**src/rtl/serial_frame_rx_if.sv**
```systemverilog
// Output handshake bundle for serial_frame_rx.
// master drives data_out/data_valid; slave drives data_ready.
interface serial_frame_rx_if #(
   parameter int DATA_W = 8
);
   logic [DATA_W-1:0] data_out;
   logic              data_valid;
   logic              data_ready;

   modport master (
      output data_out,
      output data_valid,
      input  data_ready
   );

   modport slave (
      input  data_out,
      input  data_valid,
      output data_ready
   );
endinterface

```
**src/rtl/serial_frame_rx.sv**
```systemverilog
// Serial frame receiver: start(1), DATA_W bits LSB first, even parity, stop(0).
// Ports: clk, Rst (async low), bit_en, serial_in, m_rx (data_out/valid/ready),
//   parity_err, frame_err, overrun (1-cycle pulses), frame_cnt, busy.
module serial_frame_rx #(
   parameter int DATA_W = 8,
   parameter int CNT_W  = 8
) (
   input  logic             clk,
   input  logic             Rst,
   input  logic             bit_en,
   input  logic             serial_in,
   serial_frame_rx_if.master m_rx,
   output logic             parity_err,
   output logic             frame_err,
   output logic             overrun,
   output logic [CNT_W-1:0] frame_cnt,
   output logic             busy
);

   localparam int BCW = $clog2(DATA_W);

   typedef enum logic [1:0] {
      S_IDLE,
      S_DATA,
      S_PAR,
      S_STOP
   } state_t;

   state_t r_state;
   state_t w_next;

   logic [DATA_W-1:0] r_shift;
   logic [DATA_W-1:0] r_data;
   logic [BCW-1:0]    r_cnt;
   logic [CNT_W-1:0]  r_fcnt;
   logic              r_par;
   logic              r_valid;
   logic              r_perr;
   logic              r_ferr;
   logic              r_ovr;

   logic w_start;
   logic w_shift;
   logic w_latch_p;
   logic w_eval;
   logic w_last;
   logic w_par_bad;
   logic w_slot_free;
   logic w_load;

   assign w_last      = (r_cnt == BCW'(DATA_W - 1));
   assign w_par_bad   = ^{r_shift, r_par};
   // Slot is reusable when the consumer takes the old word on this same edge.
   assign w_slot_free = !r_valid || m_rx.data_ready;
   assign w_load      = w_eval && !serial_in && !w_par_bad && w_slot_free;

   always_ff @(posedge clk or negedge Rst) begin
      if (!Rst) begin
         r_state <= S_IDLE;
      end else begin
         r_state <= w_next;
      end
   end

   always_comb begin
      w_next = r_state;
      if (bit_en) begin
         unique case (r_state)
            S_IDLE: if (serial_in) w_next = S_DATA;
            S_DATA: if (w_last) w_next = S_PAR;
            S_PAR:  w_next = S_STOP;
            S_STOP: w_next = S_IDLE;
            default: w_next = S_IDLE;
         endcase
      end
   end

   always_comb begin
      busy      = (r_state != S_IDLE);
      w_start   = 1'b0;
      w_shift   = 1'b0;
      w_latch_p = 1'b0;
      w_eval    = 1'b0;
      if (bit_en) begin
         unique case (r_state)
            S_IDLE: w_start   = serial_in;
            S_DATA: w_shift   = 1'b1;
            S_PAR:  w_latch_p = 1'b1;
            S_STOP: w_eval    = 1'b1;
            default: ;
         endcase
      end
   end

   always_ff @(posedge clk or negedge Rst) begin
      if (!Rst) begin
         r_shift <= '0;
         r_cnt   <= '0;
         r_par   <= 1'b0;
         r_data  <= '0;
         r_valid <= 1'b0;
         r_fcnt  <= '0;
         r_perr  <= 1'b0;
         r_ferr  <= 1'b0;
         r_ovr   <= 1'b0;
      end else begin
         r_perr <= 1'b0;
         r_ferr <= 1'b0;
         r_ovr  <= 1'b0;
         if (w_start) begin
            r_cnt <= '0;
         end
         // LSB arrives first, so shifting in at the top leaves it at bit 0.
         if (w_shift) begin
            r_shift <= {serial_in, r_shift[DATA_W-1:1]};
            r_cnt   <= r_cnt + 1'b1;
         end
         if (w_latch_p) begin
            r_par <= serial_in;
         end
         if (w_eval) begin
            if (serial_in) begin
               r_ferr <= 1'b1;
            end else if (w_par_bad) begin
               r_perr <= 1'b1;
            end else if (!w_slot_free) begin
               r_ovr <= 1'b1;
            end
         end
         if (w_load) begin
            r_data  <= r_shift;
            r_valid <= 1'b1;
            r_fcnt  <= r_fcnt + 1'b1;
         end else if (r_valid && m_rx.data_ready) begin
            r_valid <= 1'b0;
         end
      end
   end

   assign m_rx.data_out   = r_data;
   assign m_rx.data_valid = r_valid;
   assign parity_err      = r_perr;
   assign frame_err       = r_ferr;
   assign overrun         = r_ovr;
   assign frame_cnt       = r_fcnt;

endmodule
```
**src/flat_wrapper.sv**
```systemverilog
// flat-port wrapper written by rule: the top's interface ports become plain ports
module serial_frame_rx_flat 
#(
   parameter int DATA_W = 8,
   parameter int CNT_W  = 8
)
  (clk, Rst, bit_en, serial_in, parity_err, frame_err, overrun, frame_cnt, busy, m_rx_data_out, m_rx_data_valid, m_rx_data_ready);
  serial_frame_rx_if #(.DATA_W(DATA_W)) m_rx_i ();
  input  logic clk;
  input  logic Rst;
  input  logic bit_en;
  input  logic serial_in;
  output logic parity_err;
  output logic frame_err;
  output logic overrun;
  output logic [CNT_W-1:0] frame_cnt;
  output logic busy;
  output wire logic [$bits(m_rx_i.data_out)-1:0] m_rx_data_out;
  output wire logic [$bits(m_rx_i.data_valid)-1:0] m_rx_data_valid;
  input wire logic [$bits(m_rx_i.data_ready)-1:0] m_rx_data_ready;
  assign m_rx_data_out = m_rx_i.data_out;
  assign m_rx_data_valid = m_rx_i.data_valid;
  assign m_rx_i.data_ready = m_rx_data_ready;
  serial_frame_rx #(.DATA_W(DATA_W), .CNT_W(CNT_W)) u_core (.clk(clk), .Rst(Rst), .bit_en(bit_en), .serial_in(serial_in), .m_rx(m_rx_i), .parity_err(parity_err), .frame_err(frame_err), .overrun(overrun), .frame_cnt(frame_cnt), .busy(busy));
endmodule
```
**config.mk**
```make
export PLATFORM = sky130hd
export DESIGN_NAME = serial_frame_rx_flat
export DESIGN_NICKNAME = d
export VERILOG_FILES = /design/src/rtl/serial_frame_rx_if.sv /design/src/rtl/serial_frame_rx.sv /design/src/flat_wrapper.sv
export SDC_FILE = /design/constraint.sdc
export NUM_CORES = 1
export LEC_CHECK = 0
export BUFFER_PORTS_ARGS = -buffer_cell sky130_fd_sc_hd__buf_2
export CAP_MARGIN = 10
export CORE_UTILIZATION = 40
export DETAILED_ROUTE_END_ITERATION = 8
export PLACE_DENSITY = 0.58
export SETUP_SLACK_MARGIN = 0.4
export SYNTH_ARGS = -nofsm -noshare
export SYNTH_HDL_FRONTEND = slang
export SYNTH_SLANG_ARGS = --single-unit
export TNS_END_PERCENT = 5
```
**constraint.sdc**
```tcl
create_clock -name clk -period 2.52 [get_ports clk]
set_clock_uncertainty 0.2 [all_clocks]
set_input_delay 0.504 -clock clk [delete_from_list [all_inputs] [get_ports clk]]
set_output_delay 0.504 -clock clk [all_outputs]
set_load 0.02 [all_outputs]
```
==> results.json, run 1 <==
{
  "maxSlewHeadroom": 0.511,
  "ys_types": 26,
  "cap_violations": 0,
  "core.rowCount": 22,
  "final_util": 0.535,
  "cts_root_buf": "clkbuf_8",
  "hold_viol_final": 0,
  "drc_errors": 0,
  "max_stage_delay_ps": 520,
  "p_per_area_mw_per_mm2": 1610,
  "cts_tree": "built",
  "grt_pass1_wl_mm": 4.82,
  "insertion_delay_ps": 280,
  "core_sq_mm": 0.00369,
  "grt_pass1_vias": 1046,
  "vias_per_cell": 4.82,
  "crit_path_max_fanout": 5,
  "drtPass1Iterations": 2,
  "grt_overflow_total": 0,
  "die_width_um": 64.4,
  "drt_iter0_drc": 31,
  "synth_seq_area_share": 0.547,
  "layout_commonest_cell": "dfrtp_1",
  "crit_buf_inv": 1,
  "cts_buffers": 5,
  "area_growth_pct": 27.0,
  "vdd_ir_drop_max_v": 0.000755,
  "syn_avg_cell_area_sq_um": 13.6,
  "clkTransAtPathRegs_ps": 70,
  "final_nets": 166,
  "crit_chain": "xnor2_1, xnor3_2, xor2_4, nand3_4, buf_12, mux2_4",
  "worstPathRequired_ps": 2490,
  "synth_cells": 114,
  "num_vias": 973,
  "drive_above_1_share": 0.442,
  "status": "finished clean",
  "slowest_stage": "xnor3_2",
  "worst_pin_slew_ps": 733,
  "hold_buffers": 0,
  "wire_per_inst_um": 13.5,
  "period_minus_slack_ps": 2170,
  "clk_path_buf_depth": 2,
  "antenna_left": 0,
  "crit_arrival_ps": 2130,
  "diodes": 0,
  "grt_max_degree": 35,
  "max_freq_ghz": 0.462,
  "syn-num-nets": 127,
  "path_class": "reg2reg",
  "critPathCaptureType": "register",
  "maxSlewViolCount": 0,
  "grt_antenna_before_repair": 0,
  "die_y_um": 64.4,
  "wl_mm": 2.73,
  "yosys_warnings": 0,
  "clock_sinks": 34,
  "setup_viol": 0,
  "start_util": 0.422,
  "portBuffers": 25,
  "netlist_area_sq_mm": 0.00156,
  "p_leak_nw": 1.03,
  "track_usage": 0.158,
  "holdWs_ps": 75.3,
  "die_area_sq_mm": 0.00414,
  "htree_levels": 2,
  "hpwl_mm": 1.83,
  "ioPinCount": 26,
  "gp_congestion": 0.707,
  "path_delay_family": "XOR/XNOR gates",
  "post-route-period-util": 0.860,
  "rsz0062_at_grt": "true",
  "synth_seq_cells": 34,
  "setup_tns_ps": 0,
  "final_cell_mix": "34 x dfrtp_1, 25 x buf_2, 12 x nand2_1",
  "hold_path_class": "in2async",
  "startpoint_type": "register"
}
flip-flops by register name, indices dropped and copies added, names as in the netlist, 2 cells and up:
| register | flops |
|---|---|
| u_core.r_shift | 8 |
| u_core.frame_cnt | 8 |
| u_core.m_rx.data_out | 8 |
| u_core.r_cnt | 3 |
| u_core.r_state | 2 |
where the power goes:
part	switching [mW]	internal, mW	total, mW
registers	0.158	0.751	0.909
clock network	0.183	0.276	0.459
logic	0.881	0.926	1.81
total	1.22	1.95	3.17
final timing paths:
kind | from | to | slack [ps] | depth (start not counted)
setup / recovery | u_core.r_shift[3] | u_core.m_rx.data_out[1] | 350 | 6
hold reg to reg | u_core.frame_cnt[7] | u_core.frame_cnt[7] | 270 | 1
min in group clk | u_core.frame_cnt[7] | u_core.frame_cnt[7] | 270 | 1
hold / removal | Rst | u_core.frame_cnt[3] | 80 | 1
setup reg to reg | u_core.r_shift[3] | u_core.m_rx.data_out[1] | 350 | 6
max in group asynchronous | Rst | u_core.frame_cnt[5] | 1570 | 1
synthesized netlist by cell type:
master / count / share of area
nor4_1: 1 / 0.0040
nor3b_1: 2 / 0.0097
xor2_1: 7 / 0.039
clkbuf_1: 1 / 0.0024
nand2_1: 12 / 0.029
mux2_2: 19 / 0.14
xor2_2: 1 / 0.010
o221ai_1: 1 / 0.0056
and3_1: 2 / 0.0080
xnor2_1: 4 / 0.023
nor4_2: 1 / 0.0080
o21ai_0: 1 / 0.0032
dfrtp_1: 34 / 0.55
a32o_1: 2 / 0.013
xnor2_2: 2 / 0.021
nand4_1: 1 / 0.0040
a21oi_1: 1 / 0.0032
ha_1: 8 / 0.064
nand2b_1: 1 / 0.0040
nand3_1: 1 / 0.0032
inv_1: 4 / 0.0097
nor4b_2: 1 / 0.0097
nor3_1: 3 / 0.0097
xnor3_2: 1 / 0.015
nor2_1: 2 / 0.0048
nand3_4: 1 / 0.011
layer usage:
layer / track usage / up-vias / share of wire
li1: - / 469 / -
met2: 0.251 / 22 / 0.49
met5: 0 / - / 0
met1: 0.185 / 477 / 0.45
met4: 0.0583 / 0 / 0.016
met3: 0.0714 / 5 / 0.051
repair_timing:
item                                    4_1_cts  5_1_grt
hold endpoints to repair                      0        0
gates resized for setup                      12        1
setup buffers                                 6        2
pin swaps                                     3        4
endpoints found under the setup margin       11       16
through the flow:
| step | setup slack, ps | instance area [sq um] | total power [mW] | instances |
|---|---|---|---|---|
| final | 353 | 1970 | 3.17 | 202 |
| after global routing | 299 | 1970 | 3.39 | 202 |
| after CTS | 349 | 1950 | 3.07 | 200 |
| after detailed placement | 337 | 1740 | 2.28 | 186 |
| after global placement | 355 | 1740 | 2.25 | 186 |
| after floorplan | 474 | 1560 | 1.99 | 114 |
layout make-up:
type,count,area (sq um)
Fill cell,334,1710
Sequential cell,34,851
Multi-Input combinational cell,75,737
Timing Repair Buffer,33,201
Clock buffer,8,110
Tap cell,48,60.1
Inverter,4,15.0
cells by family after synthesis:
logic type               synth area share
XOR/XNOR                            0.109
multiplexers                        0.138
adder cells (fa/ha/maj)            0.0644
AND/OR/NAND/NOR                     0.105
flip-flops                          0.547
AO/OA/AOI/OAI                      0.0249
buffers and inverters              0.0121
Note: power is estimated with default switching activity, not from simulation.
==> run 2, diff against run 1 <==
==> constraint.sdc (replaced) <==
create_clock -name clk -period 2.52 [get_ports clk]
set_clock_uncertainty 0.2 [all_clocks]
set_input_delay 0.378 -clock clk [delete_from_list [all_inputs] [get_ports clk]]
set_output_delay 0.378 -clock clk [all_outputs]
set_load 0.02 [all_outputs]
==> results.json, run 2 (same netlist as run 1, synthesis figures left out) <==
{
  "clkTransAtPathRegs_ps": 70,
  "critPathCaptureType": "register",
  "setup_viol": 0,
  "met3_usage": 0.0714,
  "grt-busiest-layer": "met2",
  "area_growth_pct": 27.6,
  "post-route-period-util": 0.860,
  "grt_overflow_total": 0,
  "num_vias": 975,
  "maxSlewHeadroom": 0.510,
  "placed_area_sq_mm": 0.00174,
  "grt_max_degree": 35,
  "setup_tns_ps": 0,
  "worstPathRequired_ps": 2490,
  "cap_violations": 0,
  "worst_pin_slew_ps": 735,
  "rr_startpoint": "u_core.r_shift[3]",
  "cts_root_buf": "clkbuf_8",
  "rsz0062_at_grt": "true",
  "die_width_um": 64.4,
  "final_nets": 167,
  "grt_antenna_before_repair": 0,
  "placed_cells": 186,
  "crit_arrival_ps": 2130,
  "cts_buffers": 5,
  "hpwl_mm": 1.83,
  "postLayoutCellArea_sq_mm": 0.00198,
  "antenna_left": 0,
  "regArea_sq_um": 851,
  "hold_viol_final": 0,
  "p_leak_nw": 1.03,
  "drive_above_1_share": 0.439,
  "core_sq_mm": 0.00369,
  "core.rowCount": 22,
  "p_per_area_mw_per_mm2": 1600,
  "final_cell_mix": "34 x dfrtp_1, 25 x buf_2, 12 x nand2_1",
  "crit_end": "u_core.m_rx.data_out[1]",
  "reg2reg_to": "u_core.m_rx.data_out[1]",
  "wl_mm": 2.74,
  "insertion_delay_ps": 280,
  "reg2regPathDepth": 6,
  "die_y_um": 64.4,
  "vdd_ir_drop_max_v": 0.000755,
  "diodes": 0,
  "grt_pass1_vias": 1046,
  "vias_per_cell": 4.80,
  "portBuffers": 25,
  "post-place-ws_ps": 337,
  "hold_path_class": "in2reg",
  "hold_start": "serial_in",
  "final_util": 0.538,
  "gp_congestion": 0.707,
  "start_util": 0.422,
  "fin_cells": 203,
  "clock_sinks": 34,
  "path_class": "reg2reg",
  "grt_pass1_wl_mm": 4.82,
  "track_usage": 0.158,
  "drc_errors": 0,
  "multiInputGateArea_sq_um": 737,
  "clk_path_buf_depth": 2,
  "status": "finished clean",
  "setup_ws_ps": 353,
  "max_freq_ghz": 0.462,
  "wire_per_inst_um": 13.5,
  "drt_iter0_drc": 31,
  "cts_tree": "built",
  "startpoint_type": "register",
  "drtPass1Iterations": 2,
  "use_met1": 0.185,
  "period_minus_slack_ps": 2170,
  "fillerInstances": 333,
  "regToRegSetupSlack_ps": 350,
  "layout_commonest_cell": "dfrtp_1",
  "power.total_mw": 3.17,
  "critical_path.startpoint": "u_core.r_shift[3]",
  "holdWs_ps": 190,
  "met2_usage": 0.251,
  "ioPinCount": 26,
  "maxSlewViolCount": 0,
  "crit_path_max_fanout": 5,
  "die_area_sq_mm": 0.00414,
  "htree_levels": 2
}
## run 2: cell types whose count changed in the layout (fill, tap and decap cells not counted), sizes merged
cell,delta
dlygate4sd3,+1
## run 2: report_power, final
part           switching, mW  internal, mW
logic                  0.881         0.927
clock network          0.183         0.276
registers              0.158         0.751
## run 2: worst max-delay path: stages (launching register included)
cell	delay [ps]
dfrtp_1	390
xnor2_1	180
xnor3_2	520
xor2_4	190
nand3_4	110
buf_12	160
mux2_4	290
## run 2: area by class of cell
cell class,instances,area share
multi-input cells,75,0.371
clock buffers,8,0.0555
flip-flops and latches,34,0.429
inverters,4,0.00757
well taps,48,0.0303
repair buffers,34,0.107
## run 2: worst min path at each step
stage | to | slack [ps] | cells after the start
after detailed placement | u_core.frame_cnt[7] | 260 | 1
after CTS | u_core.parity_err | 170 | 2
after global routing | u_core.parity_err | 200 | 2
after global placement | u_core.frame_cnt[7] | 250 | 1
final | u_core.parity_err | 190 | 2
after floorplan | u_core.frame_cnt[0] | -120 | 0
## run 2: timing repair
item,CTS,global route
buffers inserted,6,2
pin swaps,3,4
endpoints found under the hold margin,34,0
setup endpoints to repair,11,16
hold buffers,1,0
resized for setup,12,1
## run 2: routing by layer
metal | share of wire | up-vias
met3 | 0.051 | 5
met2 | 0.49 | 22
met4 | 0.016 | 0
li1 | - | 471
met1 | 0.45 | 477
met5 | 0 | -
==> run 3, diff against run 2 <==
PLACE_DENSITY = 0.67   (was 0.58)
==> results.json, run 3 (same netlist as run 1, synthesis figures left out) <==
{
  "regArea_sq_um": 851,
  "maxSlewHeadroom": 0.517,
  "vias_per_cell": 4.80,
  "slowest_stage": "xnor3_2",
  "final_cell_mix": "34 x dfrtp_1, 25 x buf_2, 19 x mux2_2",
  "track_usage": 0.153,
  "maxSlewViolCount": 0,
  "gp_congestion": 0.800,
  "drc_errors": 0,
  "startpoint_type": "register",
  "clk_path_buf_depth": 2,
  "status": "finished clean",
  "clock_sinks": 34,
  "crit_path_max_fanout": 5,
  "period_minus_slack_ps": 2110,
  "die_area_sq_mm": 0.00414,
  "setup_tns_ps": 0,
  "worst_pin_slew_ps": 725,
  "htree_levels": 2,
  "path_class": "reg2reg",
  "wire_per_inst_um": 13.7,
  "start_util": 0.422,
  "portBuffers": 25,
  "hold_path_class": "in2reg",
  "area_growth_pct": 23.3,
  "core_sq_mm": 0.00369,
  "fillerInstances": 327,
  "crit_chain": "xor2_1, xnor3_2, xor2_4, nand3_4, mux2_2",
  "grt_pass1_wl_mm": 4.58,
  "placed_cells": 186,
  "layout_commonest_cell": "dfrtp_1",
  "ioPinCount": 26,
  "setup_viol": 0,
  "p_leak_nw": 0.964,
  "clkTransAtPathRegs_ps": 60,
  "vdd_ir_drop_max_v": 0.000717,
  "grt_overflow_total": 0,
  "p_per_area_mw_per_mm2": 1530,
  "multiInputGateArea_sq_um": 723,
  "cts_tree": "built",
  "grt_pass1_vias": 967,
  "core.rowCount": 22,
  "path_delay_family": "XOR/XNOR gates",
  "die_width_um": 64.4,
  "cts_buffers": 5,
  "antenna_left": 0,
  "final_nets": 163,
  "die_y_um": 64.4,
  "critPathCaptureType": "register",
  "crit_buf_inv": 0,
  "drtPass1Iterations": 2,
  "worstPathRequired_ps": 2490,
  "fin_cells": 199,
  "grt_antenna_before_repair": 0,
  "insertion_delay_ps": 280,
  "crit_arrival_ps": 2080,
  "cts_root_buf": "clkbuf_8",
  "grt_max_degree": 35,
  "post-route-period-util": 0.838,
  "rsz0062_at_grt": "true",
  "diodes": 0,
  "drt_iter0_drc": 33,
  "hpwl_mm": 1.93,
  "drive_above_1_share": 0.430,
  "max_stage_delay_ps": 510,
  "wl_mm": 2.72,
  "hold_viol_final": 0,
  "cap_violations": 0,
  "max_freq_ghz": 0.474,
  "num_vias": 955
}
-- run 3: cell count changes in the layout (fill, tap and decap cells not counted) --
cell     delta
mux2_2      +9
mux2_4      -9
buf_4       -3
buf_12      -1
buf_6       -1
nand3_4     +1
nor2_1      -1
nor2_2      +1
-- run 3: worst paths after layout --
kind                                          start                       to  slack, ps  cells after the start
worst max-delay path              u_core.r_shift[1]  u_core.m_rx.data_out[4]        410                      5
worst min-delay path                      serial_in        u_core.parity_err        230                      2
worst max register to register    u_core.r_shift[1]  u_core.m_rx.data_out[4]        410                      5
worst min register to register  u_core.frame_cnt[7]      u_core.frame_cnt[7]        260                      1
max in group asynchronous                       Rst      u_core.frame_cnt[6]       1170                      2
min in group asynchronous                       Rst      u_core.frame_cnt[3]        490                      2
-- run 3: area by class of cell --
type | instances | area share
repair buffers | 29 | 0.0822
well taps | 48 | 0.0313
inverters | 4 | 0.00783
clock buffers | 8 | 0.0574
flip-flops and latches | 34 | 0.444
multi-input cells | 76 | 0.377
-- run 3: report_power, final --
part,internal (mW),leakage [nW],switching [mW]
clock,0.276,0.0575,0.183
combinational,0.686,0.472,0.874
sequential,0.751,0.434,0.166
-- run 3: per-layer routing --
| metal | global-route usage | wire [um] |
|---|---|---|
| met1 | 0.169 | 1160 |
| met2 | 0.251 | 1370 |
| met3 | 0.0607 | 134 |
| met4 | 0.0833 | 62 |
| met5 | 0 | 0 |
-- run 3: metrics by stage --
stage | hold WS [ps] | util | power [mW] | setup slack, ps | cell area [sq um]
2_1_floorplan | -118 | - | 1.99 | 474 | 1560
3_3_place_gp | 254 | 0.471 | 2.24 | 336 | 1740
3_5_place_dp | 257 | 0.471 | 2.29 | 316 | 1740
4_1_cts | 199 | 0.510 | 2.86 | 351 | 1880
5_1_grt | 253 | 0.520 | 3.13 | 320 | 1920
6_report | 228 | 0.520 | 2.94 | 409 | 1920
-- run 3: repair_timing --
item / in CTS / in global routing
hold buffers: 1 / 0
resized for setup: 2 / 2
endpoints found under the setup margin: 10 / 16
endpoints found under the hold margin: 34 / 0
buffers inserted: 1 / 2
cloned: 0 / 1
pin swaps: 2 / 3
